<file path="src/rtl/vend_dispenser_if.sv">
// Signal bundle between the vending FSM / sensors and the dispenser mechanism controller.
// Latency: none (wires only).
// Backpressure: none; requests are strobes, overflow is reported through drop.
//
// Port summary:
//   out, change            : request strobes from the vending FSM
//   bottle_sense, coin_sense: synchronized mechanism sensor levels
//   fault_clr              : one-cycle fault acknowledge
//   motor_on, hopper_pulse : actuator drives
//   busy, fault, drop      : status
//   bottles_out, coins_out : delivery statistics
interface vend_dispenser_if;
  logic       out;
  logic [1:0] change;
  logic       bottle_sense;
  logic       coin_sense;
  logic       fault_clr;
  logic       motor_on;
  logic       hopper_pulse;
  logic       busy;
  logic       fault;
  logic       drop;
  logic [7:0] bottles_out;
  logic [7:0] coins_out;

  // Requester / sensor side.
  modport master (
    output out, change, bottle_sense, coin_sense, fault_clr,
    input  motor_on, hopper_pulse, busy, fault, drop, bottles_out, coins_out
  );

  // Dispenser side.
  modport slave (
    input  out, change, bottle_sense, coin_sense, fault_clr,
    output motor_on, hopper_pulse, busy, fault, drop, bottles_out, coins_out
  );
endinterface

</file>
<file path="src/rtl/vend_dispenser.sv">
// Bottle motor / 5 rs coin hopper controller with sensor confirmation, 1-deep pending slot and fault trap.
// Latency: request sampled in cycle N drives busy and the first actuator in cycle N+1; all outputs registered.
// Backpressure: none; a request with the slot full, during fault, or with change=11 is dropped and sets sticky drop.
//
// Ports: clk, rst (synchronous, active-high); bus (vend_dispenser_if.slave) carries requests,
// sensors, fault_clr, actuator drives, status and statistics.
// Optional build macro VEND_DISP_STATS_EN: when defined the bottles_out/coins_out counters are
// built; otherwise both ports are tied to 0.
module vend_dispenser #(
  parameter int unsigned PULSE_CYCLES   = 4,
  parameter int unsigned TIMEOUT_CYCLES = 16
) (
  input logic            clk,
  input logic            rst,
  vend_dispenser_if.slave bus
);

  // Timer is shared by the motor timeout, hopper pulse width and coin-wait timeout.
  localparam int unsigned CNT_MAX = (PULSE_CYCLES > TIMEOUT_CYCLES) ? PULSE_CYCLES : TIMEOUT_CYCLES;
  localparam int unsigned TW      = $clog2(CNT_MAX + 1);
  localparam logic [TW-1:0] T_LAST = TW'(TIMEOUT_CYCLES - 1);
  localparam logic [TW-1:0] P_LAST = TW'(PULSE_CYCLES - 1);

  typedef enum logic [2:0] {
    S_IDLE,
    S_VEND,
    S_COIN_PULSE,
    S_COIN_WAIT,
    S_FAULT
  } state_e;

  state_e        state_q, state_d;
  logic [TW-1:0] timer_q, timer_d;
  logic [1:0]    coins_q, coins_d;      // coins still owed for the job in service
  logic          latch_q, latch_d;      // coin_sense seen during the current pulse
  logic          slot_vld_q, slot_vld_d;
  logic          slot_bottle_q, slot_bottle_d;
  logic [1:0]    slot_coins_q, slot_coins_d;
  logic          drop_q, drop_d;
  logic          motor_q, hopper_q, busy_q, fault_q;

  logic req, req_bad, req_ok;
  logic complete, coin_done, enter;
  logic bot_inc, coin_inc;

  // The legal change codes 01/10 are numerically the coin count.
  assign req     = bus.out | (bus.change != 2'b00);
  assign req_bad = req & (bus.change == 2'b11);
  assign req_ok  = req & ~req_bad;

  always_ff @(posedge clk) begin
    if (rst) begin
      state_q       <= S_IDLE;
      timer_q       <= '0;
      coins_q       <= '0;
      latch_q       <= 1'b0;
      slot_vld_q    <= 1'b0;
      slot_bottle_q <= 1'b0;
      slot_coins_q  <= '0;
      drop_q        <= 1'b0;
      motor_q       <= 1'b0;
      hopper_q      <= 1'b0;
      busy_q        <= 1'b0;
      fault_q       <= 1'b0;
    end else begin
      state_q       <= state_d;
      timer_q       <= timer_d;
      coins_q       <= coins_d;
      latch_q       <= latch_d;
      slot_vld_q    <= slot_vld_d;
      slot_bottle_q <= slot_bottle_d;
      slot_coins_q  <= slot_coins_d;
      drop_q        <= drop_d;
      // Outputs are decoded from the next state so they line up with the state register.
      motor_q       <= (state_d == S_VEND);
      hopper_q      <= (state_d == S_COIN_PULSE);
      busy_q        <= (state_d != S_IDLE);
      fault_q       <= (state_d == S_FAULT);
    end
  end

  always_comb begin
    state_d       = state_q;
    timer_d       = timer_q + 1'b1;
    coins_d       = coins_q;
    latch_d       = latch_q;
    slot_vld_d    = slot_vld_q;
    slot_bottle_d = slot_bottle_q;
    slot_coins_d  = slot_coins_q;
    drop_d        = drop_q;
    complete      = 1'b0;
    coin_done     = 1'b0;
    enter         = 1'b0;
    bot_inc       = 1'b0;
    coin_inc      = 1'b0;

    if (req_bad) drop_d = 1'b1;

    unique case (state_q)
      S_IDLE: begin
        timer_d = '0;
        if (req_ok) begin
          enter   = 1'b1;
          coins_d = bus.change;
          state_d = bus.out ? S_VEND : S_COIN_PULSE;
        end
      end
      S_VEND: begin
        if (bus.bottle_sense) begin
          bot_inc = 1'b1;
          if (coins_q != 2'd0) begin
            state_d = S_COIN_PULSE;
            enter   = 1'b1;
          end else begin
            complete = 1'b1;
          end
        end else if (timer_q == T_LAST) begin
          state_d = S_FAULT;
          enter   = 1'b1;
        end
      end
      S_COIN_PULSE: begin
        if (bus.coin_sense) latch_d = 1'b1;
        if (timer_q == P_LAST) begin
          // A sense in the final pulse cycle counts as seen during the pulse.
          if (latch_q | bus.coin_sense) begin
            coin_done = 1'b1;
          end else begin
            state_d = S_COIN_WAIT;
            enter   = 1'b1;
          end
        end
      end
      S_COIN_WAIT: begin
        if (bus.coin_sense) begin
          coin_done = 1'b1;
        end else if (timer_q == T_LAST) begin
          state_d = S_FAULT;
          enter   = 1'b1;
        end
      end
      S_FAULT: begin
        timer_d = '0;
        if (req) drop_d = 1'b1;
        if (bus.fault_clr) begin
          state_d = S_IDLE;
          enter   = 1'b1;
        end
      end
      default: begin
        state_d = S_IDLE;
        enter   = 1'b1;
      end
    endcase

    if (coin_done) begin
      coin_inc = 1'b1;
      coins_d  = coins_q - 2'd1;
      if (coins_q != 2'd1) begin
        state_d = S_COIN_PULSE;   // re-entry restarts the pulse timer
        enter   = 1'b1;
      end else begin
        complete = 1'b1;
      end
    end

    // Pending slot while a job is in service. On completion the slot (or, if empty,
    // a request arriving this very cycle) is started without an IDLE cycle.
    if (state_q inside {S_VEND, S_COIN_PULSE, S_COIN_WAIT}) begin
      if (complete) begin
        enter = 1'b1;
        if (slot_vld_q) begin
          state_d       = slot_bottle_q ? S_VEND : S_COIN_PULSE;
          coins_d       = slot_coins_q;
          slot_vld_d    = req_ok;
          slot_bottle_d = bus.out;
          slot_coins_d  = bus.change;
        end else if (req_ok) begin
          state_d = bus.out ? S_VEND : S_COIN_PULSE;
          coins_d = bus.change;
        end else begin
          state_d = S_IDLE;
        end
      end else if (req_ok) begin
        if (slot_vld_q) begin
          drop_d = 1'b1;
        end else begin
          slot_vld_d    = 1'b1;
          slot_bottle_d = bus.out;
          slot_coins_d  = bus.change;
        end
      end
    end

    if (state_d == S_FAULT) slot_vld_d = 1'b0;

    if (enter) begin
      timer_d = '0;
      latch_d = 1'b0;
    end
  end

  assign bus.motor_on     = motor_q;
  assign bus.hopper_pulse = hopper_q;
  assign bus.busy         = busy_q;
  assign bus.fault        = fault_q;
  assign bus.drop         = drop_q;

`ifdef VEND_DISP_STATS_EN
  logic [7:0] bottles_q, coins_out_q;

  always_ff @(posedge clk) begin
    if (rst) begin
      bottles_q   <= '0;
      coins_out_q <= '0;
    end else begin
      if (bot_inc)  bottles_q   <= bottles_q + 8'd1;
      if (coin_inc) coins_out_q <= coins_out_q + 8'd1;
    end
  end

  assign bus.bottles_out = bottles_q;
  assign bus.coins_out   = coins_out_q;
`else
  logic unused_stats;
  assign unused_stats    = bot_inc ^ coin_inc;
  assign bus.bottles_out = '0;
  assign bus.coins_out   = '0;
`endif

endmodule

</file>
<file path="src/flat_wrapper.sv">
// flat-port wrapper written by rule: the top's interface ports become plain ports
module vend_dispenser_flat 
#(
  parameter int unsigned PULSE_CYCLES   = 4,
  parameter int unsigned TIMEOUT_CYCLES = 16
)
  (clk, rst, bus_out, bus_change, bus_bottle_sense, bus_coin_sense, bus_fault_clr, bus_motor_on, bus_hopper_pulse, bus_busy, bus_fault, bus_drop, bus_bottles_out, bus_coins_out);
  vend_dispenser_if bus_i ();
  input logic clk;
  input logic rst;
  input wire logic [$bits(bus_i.out)-1:0] bus_out;
  input wire logic [$bits(bus_i.change)-1:0] bus_change;
  input wire logic [$bits(bus_i.bottle_sense)-1:0] bus_bottle_sense;
  input wire logic [$bits(bus_i.coin_sense)-1:0] bus_coin_sense;
  input wire logic [$bits(bus_i.fault_clr)-1:0] bus_fault_clr;
  output wire logic [$bits(bus_i.motor_on)-1:0] bus_motor_on;
  output wire logic [$bits(bus_i.hopper_pulse)-1:0] bus_hopper_pulse;
  output wire logic [$bits(bus_i.busy)-1:0] bus_busy;
  output wire logic [$bits(bus_i.fault)-1:0] bus_fault;
  output wire logic [$bits(bus_i.drop)-1:0] bus_drop;
  output wire logic [$bits(bus_i.bottles_out)-1:0] bus_bottles_out;
  output wire logic [$bits(bus_i.coins_out)-1:0] bus_coins_out;
  assign bus_i.out = bus_out;
  assign bus_i.change = bus_change;
  assign bus_i.bottle_sense = bus_bottle_sense;
  assign bus_i.coin_sense = bus_coin_sense;
  assign bus_i.fault_clr = bus_fault_clr;
  assign bus_motor_on = bus_i.motor_on;
  assign bus_hopper_pulse = bus_i.hopper_pulse;
  assign bus_busy = bus_i.busy;
  assign bus_fault = bus_i.fault;
  assign bus_drop = bus_i.drop;
  assign bus_bottles_out = bus_i.bottles_out;
  assign bus_coins_out = bus_i.coins_out;
  vend_dispenser #(.PULSE_CYCLES(PULSE_CYCLES), .TIMEOUT_CYCLES(TIMEOUT_CYCLES)) u_core (.clk(clk), .rst(rst), .bus(bus_i));
endmodule
</file>
<file path="config.mk">
export PLATFORM = sky130hd
export DESIGN_NAME = vend_dispenser_flat
export DESIGN_NICKNAME = d
export VERILOG_FILES = /design/src/rtl/vend_dispenser_if.sv /design/src/rtl/vend_dispenser.sv /design/src/flat_wrapper.sv
export SDC_FILE = /design/constraint.sdc
export NUM_CORES = 1
export LEC_CHECK = 0
export CAP_MARGIN = 20
export CELL_PAD_IN_SITES_DETAIL_PLACEMENT = 0
export CELL_PAD_IN_SITES_GLOBAL_PLACEMENT = 2
export CORE_AREA = 3 3 73 75
export CTS_CLUSTER_SIZE = 25
export DETAILED_ROUTE_END_ITERATION = 7
export DIE_AREA = 0 0 76 78
export HOLD_SLACK_MARGIN = 0.03
export PLACE_DENSITY_LB_ADDON = 0.12
export SYNTH_ARGS = -nofsm -noshare
export SYNTH_HDL_FRONTEND = slang
export SYNTH_SLANG_ARGS = --single-unit
</file>
<file path="constraint.sdc">
create_clock -name clk -period 2.5 [get_ports clk]
set_input_delay 0.625 -clock clk [delete_from_list [all_inputs] [get_ports clk]]
set_output_delay 0.625 -clock clk [all_outputs]
set_load 0.005 [all_outputs]
</file>
==> flow_summary.ini, run 1 <==
[job]
max_cap_viol_count = 0

[setup_path]
end_kind = flip-flop
criticalPathCategory = input port to flip-flop
path_max_fanout = 6
startpoint_type = input port
critPathArrivalTime_ns = 2.37
required_ns = 2.65

[drt]
ant_nets = 0
remaining_drc_errors = 0
wl_um = 3465
wire_per_inst_um = 13.75
viasPerCell = 4.742
drtPass1Iterations = 4
vias = 1195
drt_iter0_markers = 57

[layout]
seq_area_um2 = 400.4
n_antenna_cell = 0
area_delta_synth_final_pct = 19.29
multi_input_area_um2 = 833.3
final_core_util_pct = 34.73
finalInstanceArea_mm2 = 0.001640
drive_gt1_share_pct = 14.05
stdcell_count = 252
fin_nets = 198
nFillCells = 504

[clocking]
cts_num_sinks = 20
clk_path_buf_depth = 2
clock_latency_ns = 0.26
cts_tree = built
htree_levels = 1
hold_buffers = 0
post_cts_resized = 0
cts_made_buffers = 3
post_cts_buffers = 0
clk_pin_slew_worst_paths_ns = 0.08
cts_root_buffer = clkbuf_8

[timing]
clock_skew_ns = 0.006041
setup_viol = 0
worst_pin_slew_ns = 0.5196
slew_headroom_pct = 65.21
post-route-period-util_pct = 88.86
fmax_ghz = 0.4502
slew_violations = 0
whs_ns = 0.4715
setup_tns_ns = 0
setup_ws_ns = 0.2786
min_period_ns = 2.221
finalHoldViolCount = 0
rsz0062_at_grt = false

[hold_path]
hold_class = flip-flop to flip-flop

[global_routing]
grtUsageMet1_pct = 16.06
use_met3_pct = 1.856
grt_max_degree = 17
overflow = 0
globalRouteTotalUtil_pct = 11.50
antenna_found_initial = 0
grt_pass1_vias = 1140
busiest_layer = met2
grt_pass1_wl_um = 5506
met2_usage_pct = 17.73

[power]
p_leak_nw = 0.6548
ir_drop_uv = 333.0
total_power_mw = 1.062
p_int_mw = 0.7361
p_seq_share_pct = 37.3
p_sw_share_pct = 30.70
power_density_mw_per_mm2 = 647.5
p_switching_mw = 0.3261
pwr-share-clk_pct = 31.0
comb_power_share_pct = 31.7

[floorplan]
design.die.area_mm2 = 0.005928
ios = 29
core_mm2 = 0.004723
fp.dieH_um = 78
rows = 25
initial_utilization_pct = 29.11
die_w_um = 76

[synthesis]
ys_warn_count = 0
synth-edff-count = 0
syn_inst = 166
synth_area_mm2 = 0.001375
async_flop_share_pct = 0
avgSynthCellArea_um2 = 8.284
synth_flop_cell = dfxtp_1
ys_seq_area_share_pct = 29.12
yosys_register_bits = 20
synth.distinct_cells = 47

[place]
dp_cells = 248
dpl_cell_area_mm2 = 0.001569
gp_congestion = 0.8208
dp_hpwl_um = 2603
port_buffers = 12
post-place-ws_ns = 0.0008593

[run_status]
status = complete, no violations
[critical path, cell delays in order]
cell and delay, ns:
clkdlybuf4s50_1 0.58, or3_1 0.18, nor4b_1 0.37, nand3_1 0.17, mux2_4 0.33, mux2i_1 0.12
[cell type report]
class,instances,area share (%)
sequential,20,24.41
inverter,7,1.602
clock buffer,3,2.517
timing repair buffer,26,13.73
tap,67,5.111
multi-input combinational,128,50.80
clock inverter,1,1.831
[metal layers]
metal  share of wire, %  vias up
li1                   -      595
met1                 51      560
met2                 43       35
met3                4.4        5
met4                1.3        0
met5                  0        -
[placed cells by master, fill, tap and decap left out, types with 2 or more instances in the layout]
cell              n
nand2b_1         11
nand3_1           4
ha_1              4
mux2i_1           7
buf_4            14
nor4_1            4
conb_1           16
dfxtp_1          20
clkbuf_8          3
nand2_1          10
o21ai_0           3
xor2_1            2
a21oi_1          12
a31oi_1           8
inv_1             7
nor4b_1           4
nor2b_1           2
clkdlybuf4s50_1  12
o21a_1            3
nor2_1           12
[Yosys cell counts (2+ instances only)]
cell	number	area, µm²
buf_2	5	25.02
nor2b_1	2	12.51
dfxtp_1	20	400.4
nor4b_1	4	35.03
inv_1	7	26.28
a31oi_1	8	50.05
nand2_1	10	37.54
o21ai_0	3	15.01
o21a_1	3	22.52
nand3_1	4	20.02
xor2_1	2	17.52
ha_1	4	50.05
clkbuf_1	4	15.01
nand2b_1	11	68.82
buf_4	16	120.1
mux2i_1	7	70.07
a21oi_1	12	60.06
nor4_1	4	25.02
nor2_1	12	45.04
[path summary, 6_finish.rpt]
check	startpoint	end	cells after the start	slack, ns
min reg2reg	u_core.timer_q[0]	u_core.timer_q[0]	1	0.47
min	u_core.timer_q[0]	u_core.timer_q[0]	1	0.47
max reg2reg	u_core.timer_q[0]	u_core.bus.motor_on	8	0.50
max	bus_change[1]	u_core.slot_coins_q[0]	6	0.28
[kinds of logic (layout without fill, tap and decap cells)]
family                     Yosys count  in the layout  synth area share, %
AOI/OAI and AO/OA                   38             38                18.47
DFF                                 20             20                29.12
other                                1             16               0.2727
adders and majority gates            4              4                3.640
and+or+nand+nor                     59             59                26.02
muxes                                8              8                6.187
xor gates and xnor gates             3              3                1.911
buffers and inverters               33             37                14.38
[registers in the layout, indices dropped and copies added, names as in the netlist]
name,count
u_core.bus.busy,1
u_core.bus.drop,1
u_core.bus.fault,1
u_core.bus.hopper_pulse,1
u_core.bus.motor_on,1
u_core.coins_q,2
u_core.latch_q,1
u_core.slot_bottle_q,1
u_core.slot_coins_q,2
u_core.slot_vld_q,1
u_core.state_q,3
u_core.timer_q,5
[power by group through the flow]
stage | Combinational (mW) | Sequential, mW | Clock [mW]
floorplan | 0.255 | 0.385 | 0
global placement | 0.336 | 0.401 | 0
detailed placement | 0.336 | 0.402 | 0
CTS | 0.339 | 0.395 | 0.344
global route | 0.375 | 0.402 | 0.348
finish | 0.337 | 0.396 | 0.329
(Power assumes the default switching activity.)
==> run 2, diff against run 1 <==
--- a/config.mk
+++ b/config.mk
@@ -9,6 +9,7 @@
 export CELL_PAD_IN_SITES_DETAIL_PLACEMENT = 0
 export CELL_PAD_IN_SITES_GLOBAL_PLACEMENT = 2
 export CORE_AREA = 3 3 73 75
+export CTS_BUF_LIST = sky130_fd_sc_hd__clkbuf_16
 export CTS_CLUSTER_SIZE = 25
 export DETAILED_ROUTE_END_ITERATION = 7
 export DIE_AREA = 0 0 76 78
==> flow_summary.ini, run 2 (synthesis gave the netlist of run 1 again) <==
[drt]
wire_per_inst_um = 13.72
vias = 1206
remaining_drc_errors = 0
viasPerCell = 4.786
drt_iter0_markers = 80
ant_nets = 0
wl_um = 3457
drtPass1Iterations = 4

[global_routing]
overflow = 0
antenna_found_initial = 0
grt_max_degree = 17
grt_pass1_wl_um = 5513
grt_pass1_vias = 1136
globalRouteTotalUtil_pct = 11.55

[layout]
top_regs = u_core.timer_q x5, u_core.state_q x3
multi_input_area_um2 = 833.3
largest_reg_flops = 5
most-common-layout-cells = dfxtp_1, conb_1, buf_4
area_delta_synth_final_pct = 21.75
seq_area_um2 = 400.4
finalInstanceArea_mm2 = 0.001674
stdcell_count = 252
drive_gt1_share_pct = 14.05
fin_nets = 198
final_common_cell = dfxtp_1
n_antenna_cell = 0
nFillCells = 498
final_core_util_pct = 35.44
largest_register = u_core.timer_q

[job]
max_cap_viol_count = 0

[hold_path]
hold_class = flip-flop to flip-flop
min-delay-start = u_core.timer_q[0]

[clocking]
cts_root_buffer = clkbuf_16
post_cts_resized = 0
htree_levels = 1
hold_buffers = 0
cts_num_sinks = 20
cts_made_buffers = 3
clk_path_buf_depth = 2
clock_latency_ns = 0.25
post_cts_buffers = 0
cts_tree = built
clk_pin_slew_worst_paths_ns = 0.06

[floorplan]
initial_utilization_pct = 29.11
fp.dieH_um = 78
core_mm2 = 0.004723
rows = 25
die_w_um = 76
design.die.area_mm2 = 0.005928
ios = 29

[place]
gp_congestion = 0.8208
dp_hpwl_um = 2603
dp_cells = 248
port_buffers = 12
dpl_cell_area_mm2 = 0.001569

[timing]
rsz0062_at_grt = false
worst_pin_slew_ns = 0.5200
setup_tns_ns = 0
setup_viol = 0
slew_violations = 0
post-route-period-util_pct = 88.47
min_period_ns = 2.212
slew_headroom_pct = 65.18
clock_skew_ns = 0.003723
finalHoldViolCount = 0
fmax_ghz = 0.4521

[setup_path]
startpoint_type = input port
worstSetupEndpoint = u_core.slot_coins_q[0]
r2r_slack_ns = 0.50
path_max_fanout = 6
critPathArrivalTime_ns = 2.35
rr_startpoint = u_core.timer_q[0]
required_ns = 2.64
crit_start = bus_change[1]
end_kind = flip-flop
criticalPathCategory = input port to flip-flop
regToRegEndpoint = u_core.bus.motor_on
rr_worst_depth = 8

[run_status]
status = complete, no violations

[power]
power_density_mw_per_mm2 = 703.2
p_leak_nw = 0.6702
ir_drop_uv = 249.2
==> run 2: worst min-delay path by stage <==
stage / end / slack (ns) / cells after the start
after floorplan: u_core.timer_q[0] / 0.43 / 1
after global placement: u_core.timer_q[0] / 0.44 / 1
after detailed placement: u_core.timer_q[0] / 0.46 / 1
after CTS: u_core.timer_q[0] / 0.47 / 1
after global routing: u_core.timer_q[0] / 0.49 / 1
final: u_core.timer_q[0] / 0.47 / 1
==> run 2: per-stage QoR <==
stage	total power [mW]	setup WS [ns]	hold WS (ns)
finish	1.177	0.2882	0.4689
global route	1.243	0.1466	0.4927
CTS	1.192	0.2582	0.4680
detailed placement	0.7375	0.0008593	0.4591
global placement	0.7370	0.05841	0.4448
floorplan	0.6401	0.5435	0.4333
==> run 2: layer usage <==
| metal | vias to the layer above | part of all wire (%) | wire, µm | global-route usage, % |
|---|---|---|---|---|
| li1 | 594 | - | - | - |
| met1 | 573 | 51 | 1753 | 16.13 |
| met2 | 35 | 44 | 1523 | 17.55 |
| met3 | 4 | 4.0 | 140 | 2.204 |
| met4 | 0 | 1.2 | 40 | 4.348 |
| met5 | - | 0 | 0 | 0 |
==> run 2: area by class of cell <==
type | count | share of cell area (%)
multi-input combinational | 128 | 49.78
sequential | 20 | 23.92
timing repair buffer | 26 | 13.45
tap | 67 | 5.007
clock buffer | 3 | 4.484
clock inverter | 1 | 1.794
inverter | 7 | 1.570
==> run 2: worst max-delay path, cell delays in order <==
cell	delay, ns
clkdlybuf4s50_1	0.58
or3_1	0.18
nor4b_1	0.36
nand3_1	0.16
mux2_4	0.32
mux2i_1	0.12
==> run 2: where the power goes <==
part	switching [mW]	total [mW]	internal, mW
logic	0.174	0.338	0.164
registers	0.0380	0.397	0.359
clock network	0.125	0.443	0.318
